--- src/rtl/bcd_count_ctrl.sv ---
// Four-digit BCD run/pause counter with multiplexed active-low seven-segment scan.
// Optional leading-zero blanking is enabled by defining LEADING_ZERO_BLANK_EN.
module bcd_count_ctrl #(
    parameter int PRESCALE = 100000,
    parameter int SCAN_DIV = 1000
) (
    input  logic        mclk,
    input  logic        reset,
    input  logic        start_stop,
    input  logic        clear,
    output logic [15:0] digits,
    output logic [3:0]  an,
    output logic [6:0]  seg,
    output logic        running,
    output logic        ovf
);

    localparam int PW = (PRESCALE > 1) ? $clog2(PRESCALE) : 1;
    localparam int SW = (SCAN_DIV > 1) ? $clog2(SCAN_DIV) : 1;

    typedef enum logic [1:0] {IDLE, RUN, PAUSE} state_t;

    state_t         state;
    logic [PW-1:0]  presc;
    logic [SW-1:0]  scan;
    logic [1:0]     sel;
    logic           ss_q;
    logic           ss_edge;
    logic           tick;
    logic [3:0]     cur;

    // Ripple a +1 through the four BCD digits within a single cycle.
    function automatic logic [15:0] bcd_inc(input logic [15:0] d);
        logic [15:0] r;
        logic        carry;
        r     = d;
        carry = 1'b1;
        for (int unsigned i = 0; i < 4; i++) begin
            if (carry) begin
                if (d[i*4 +: 4] == 4'd9) begin
                    r[i*4 +: 4] = '0;
                end else begin
                    r[i*4 +: 4] = d[i*4 +: 4] + 4'd1;
                    carry       = 1'b0;
                end
            end
        end
        return r;
    endfunction

    always_comb begin
        ss_edge = start_stop & ~ss_q;
        tick    = (state == RUN) && (presc == PW'(PRESCALE - 1));
    end

    always_ff @(posedge mclk) begin
        if (reset) begin
            state   <= IDLE;
            digits  <= '0;
            presc   <= '0;
            scan    <= '0;
            sel     <= '0;
            ss_q    <= 1'b0;
            ovf     <= 1'b0;
            running <= 1'b0;
        end else begin
            ss_q <= start_stop;
            ovf  <= 1'b0;

            if (scan == SW'(SCAN_DIV - 1)) begin
                scan <= '0;
                sel  <= sel + 2'd1;
            end else begin
                scan <= scan + 1'b1;
            end

            // clear wins over tick and swallows any coincident start_stop edge
            if (clear) begin
                state   <= IDLE;
                digits  <= '0;
                presc   <= '0;
                running <= 1'b0;
            end else begin
                case (state)
                    IDLE: begin
                        presc <= '0;
                        if (ss_edge) begin
                            state   <= RUN;
                            running <= 1'b1;
                        end
                    end
                    RUN: begin
                        if (tick) begin
                            presc  <= '0;
                            digits <= bcd_inc(digits);
                            ovf    <= (digits == 16'h9999);
                        end else begin
                            presc <= presc + 1'b1;
                        end
                        if (ss_edge) begin
                            state   <= PAUSE;
                            running <= 1'b0;
                        end
                    end
                    PAUSE: begin
                        if (ss_edge) begin
                            state   <= RUN;
                            running <= 1'b1;
                        end
                    end
                    default: begin
                        state   <= IDLE;
                        running <= 1'b0;
                    end
                endcase
            end
        end
    end

    always_comb begin
        an      = 4'b1111;
        an[sel] = 1'b0;

        case (sel)
            2'd0:    cur = digits[3:0];
            2'd1:    cur = digits[7:4];
            2'd2:    cur = digits[11:8];
            default: cur = digits[15:12];
        endcase

        case (cur)
            4'd0:    seg = 7'b1000000;
            4'd1:    seg = 7'b1111001;
            4'd2:    seg = 7'b0100100;
            4'd3:    seg = 7'b0110000;
            4'd4:    seg = 7'b0011001;
            4'd5:    seg = 7'b0010010;
            4'd6:    seg = 7'b0000010;
            4'd7:    seg = 7'b1111000;
            4'd8:    seg = 7'b0000000;
            4'd9:    seg = 7'b0010000;
            default: seg = 7'b1111111;
        endcase

`ifdef LEADING_ZERO_BLANK_EN
        case (sel)
            2'd1:    if (digits[15:4]  == '0) seg = '1;
            2'd2:    if (digits[15:8]  == '0) seg = '1;
            2'd3:    if (digits[15:12] == '0) seg = '1;
            default: ;
        endcase
`endif
    end

endmodule

--- config.mk ---
export PLATFORM = sky130hd
export DESIGN_NAME = bcd_count_ctrl
export DESIGN_NICKNAME = d
export VERILOG_FILES = /design/src/rtl/bcd_count_ctrl.sv
export SDC_FILE = /design/constraint.sdc
export NUM_CORES = 1
export LEC_CHECK = 0
export ABC_AREA = 1
export BUFFER_PORTS_ARGS = -buffer_cell sky130_fd_sc_hd__buf_2
export CAP_MARGIN = 10
export CORE_MARGIN = 4
export CORE_UTILIZATION = 26
export DETAILED_ROUTE_END_ITERATION = 6
export GPL_ROUTABILITY_DRIVEN = 0
export SLEW_MARGIN = 10
export SYNTH_ARGS = -nofsm -noshare
export SYNTH_HDL_FRONTEND = slang
export SYNTH_SLANG_ARGS = --single-unit
--- constraint.sdc ---
create_clock -name mclk -period 3.59 [get_ports mclk]
set_input_delay 0.359 -clock mclk [delete_from_list [all_inputs] [get_ports mclk]]
set_output_delay 0.359 -clock mclk [all_outputs]
set_load 0.01 [all_outputs]
==> results.ini <==
[placement]
place_inst = 620
io_buffers = 32
dp_slack_ps = 1290
hpwlAfterDp_um = 5300

[setup_path]
crit_start = sel[0]
critPathLaunchType = register
path_buf_inv = 3
crit_arrival_ps = 2250
r2r_end = presc[13]
cp_slowest_cell = dfxtp_1
endpoint = seg[3]
crit_family = adder cells
end_kind = output pin
r2r_start = presc[0]
slowest_delay_ps = 380
reg2reg_slack_ps = 1870
path_max_fanout = 5
worstPathCellList = inv_1 > ha_1 > nand2_1 > o21ai_0 > o22ai_1 > inv_1 > ha_1 > nand2_1 > nand2_1 > nand2_1 > nand2_1 > buf_2
cpMostUsedCell = nand2_1
worst-setup-path-type = register to output pin
cp_num_cells = 12
worstPathRequired_ps = 3230
r2r_cells = 8

[clock_network]
insertion_delay_ps = 290
cts_root_buf = clkbuf_16
htreeDepth = 2
holdBufCountCts = 0
ctsResizeCount = 0
post_cts.repair.setup_buffers = 0
cts.sinks = 50
numCtsBuffers = 5
cts_tree = yes
cts.clk_slew.worst_paths_ps = 70
clockBufferDepth = 2

[timing]
fin_crit_sh_pct = 72.6
rsz0062_at_grt = false
slew_headroom_pct = 51.5
fin_crit_ps = 2600
finalHoldViolations = 0
finalSetupViolations = 0
setup_tns_ps = 0
fmax_mhz = 384
setup_slack_ps = 985
skew_ps = 5.34
worstMarginPinSlew_ps = 726
slew_violations = 0

[grt]
grt_pass1_vias = 2774
grt_use_total_pct = 11.5
grt_max_degree = 26
antenna_found_initial = 0
grt_pass1_wl_um = 12500
gr-total-overflow = 0

[routing]
wl_met3_um = 336
num_vias = 2943
wl_met1_um = 3310
wl_met2_um = 3230
drc = 0
ant_nets = 0
drtPass1Iterations = 4
drt_iter0_drc = 153
finalWirelength_um = 7020
highest_layer = met4
avgViaCountPerCell = 4.69
routedWlPerCell_um = 11.2

[cells_and_area]
antenna_cells = 0
stdcell_count = 628
postLayoutCoreUtil_pct = 31.2
drive_gt1_share_pct = 12.9
final_nets = 501
syn_to_final_growth_pct = 16.0

[logic_synthesis]
netlist_instances = 455
synth_area_per_cell_um2 = 6.46
synthesis.area_um2 = 2940
synthesis.nets = 469
ys_seq_area_share_pct = 34.1
yosys_warnings = 0
yosys_register_bits = 50
synth.distinct_cells = 31

[die]
initial_utilization_pct = 26.9
core_um2 = 10900
dieArea_um2 = 13100
die_y_um = 114
io_pins = 33
rows = 38
fp.dieW_um = 114

[power]
vdd_ir_drop_max_mv = 0.229
switching_power_mw = 0.234
combPwrFrac_pct = 2.8
power.internal_mw = 0.897
power.leakage_nw = 1.48
clkPwrFrac_pct = 47.5
pwr_density_cell_nw_per_um2 = 332
power.share.switching_pct = 20.7
seqPwrFrac_pct = 49.7

[run]
cap_violations = 0

[worst_hold_path]
hp-class = input port to register

[run_status]
status = complete, no violations

[power groups by stage]
| stage | logic, mW | registers [mW] | clock network (mW) |
|---|---|---|---|
| 2_1_floorplan | 0.0227 | 0.574 | 0 |
| 3_3_place_gp | 0.0319 | 0.575 | 0 |
| 3_5_place_dp | 0.0326 | 0.575 | 0 |
| 4_1_cts | 0.0327 | 0.562 | 0.551 |
| 6_report | 0.0320 | 0.562 | 0.537 |
| 5_1_grt | 0.0375 | 0.563 | 0.584 |
[stage by stage]
step,hold WS (ps),instance area (um^2),total power [mW]
floorplan,418,2940,0.597
global placement,430,3240,0.607
detailed placement,452,3240,0.608
CTS,303,3410,1.15
global route,324,3410,1.18
finish,305,3410,1.13
[cell usage after synthesis]
| cell | count | area, um^2 |
|---|---|---|
| buf_6 | 1 | 11.3 |
| o211ai_1 | 1 | 7.51 |
| inv_2 | 7 | 26.3 |
| nand3_2 | 3 | 30.0 |
| o22ai_1 | 3 | 18.8 |
| inv_1 | 53 | 199 |
| buf_4 | 1 | 7.51 |
| a21oi_1 | 38 | 190 |
| nand3_1 | 31 | 155 |
| nand2_1 | 136 | 510 |
| buf_2 | 2 | 10.0 |
| nor2_1 | 43 | 161 |
| clkbuf_1 | 5 | 18.8 |
| nor3b_1 | 1 | 7.51 |
| nor2_4 | 2 | 22.5 |
| or2_2 | 3 | 18.8 |
| ha_1 | 10 | 125 |
| a211oi_1 | 1 | 7.51 |
| nand2_2 | 1 | 6.26 |
| dfxtp_1 | 50 | 1000 |
| nor2_8 | 1 | 20.0 |
| o21ai_0 | 20 | 100 |
| o21bai_1 | 1 | 7.51 |
| xor2_1 | 7 | 61.3 |
| nor3_1 | 7 | 35.0 |
| o21ai_1 | 1 | 5.00 |
| xnor2_1 | 2 | 17.5 |
| and3_1 | 1 | 6.26 |
| nand4_1 | 18 | 113 |
| nor2_2 | 4 | 25.0 |
| nand4_2 | 1 | 12.5 |
[worst register-to-register path: cells and delay by family (launching register included)]
kind,cells,cell delay (ps)
adders and majority gates,1,220
AOI/OAI and AO/OA,2,310
and+or+nand+nor,5,780
DFF,1,340
[how the worst min path moves through the flow]
stage               start       to  slack [ps]  depth (start not counted)
4_1_cts        start_stop     ss_q         300                          3
2_1_floorplan     scan[0]  scan[0]         420                          1
5_1_grt             reset     ss_q         320                          2
3_3_place_gp      scan[0]  scan[0]         430                          1
3_5_place_dp      running  running         450                          2
6_report       start_stop     ss_q         300                          3
[cell type report]
class                      instances  area, um^2
tap                              140         175
sequential                        50        1000
clock buffer                       6         129
inverter                          60         225
fill                            1205        7530
multi-input combinational        336        1660
timing repair buffer              34         175
clock inverter                     2        37.5
[sequential cells by signal, summed over array words and instances (netlist names)]
signal,cells
sel,2
ovf,1
scan,10
ss_q,1
presc,17
running,1
digits,16
state,2
[cells in the final DEF (no fill, tap or decap)]
cell type	instances
nand2_1	136
inv_1	53
dfxtp_1	50
nor2_1	43
a21oi_1	38
buf_2	32
nand3_1	31
o21ai_0	20
nand4_1	18
ha_1	10
inv_2	7
xor2_1	7
nor3_1	7
clkbuf_16	5
nor2_2	4
o22ai_1	3
nand3_2	3
or2_2	3
nor2_4	2
xnor2_1	2
buf_4	2
o211ai_1	1
nand4_2	1
nand2_2	1
nor2_8	1
o21ai_1	1
o21bai_1	1
and3_1	1
nor3b_1	1
a211oi_1	1
bufinv_16	1
clkbuf_1	1
clkinvlp_4	1
[per-layer routing]
layer	vias up	global-route usage, %
li1	1523	-
met1	1346	15.0
met2	64	18.7
met3	10	2.48
met4	0	4.20
met5	-	0
[cells by family after synthesis]
family	count (synthesis)	synth area share, %
simple gates	252	38.2
buf+inv	69	9.28
compound gates	65	11.5
flops	50	34.1
fa+ha+maj	10	4.26
xor+xnor	9	2.68
Note: power is estimated with default switching activity, not from simulation.
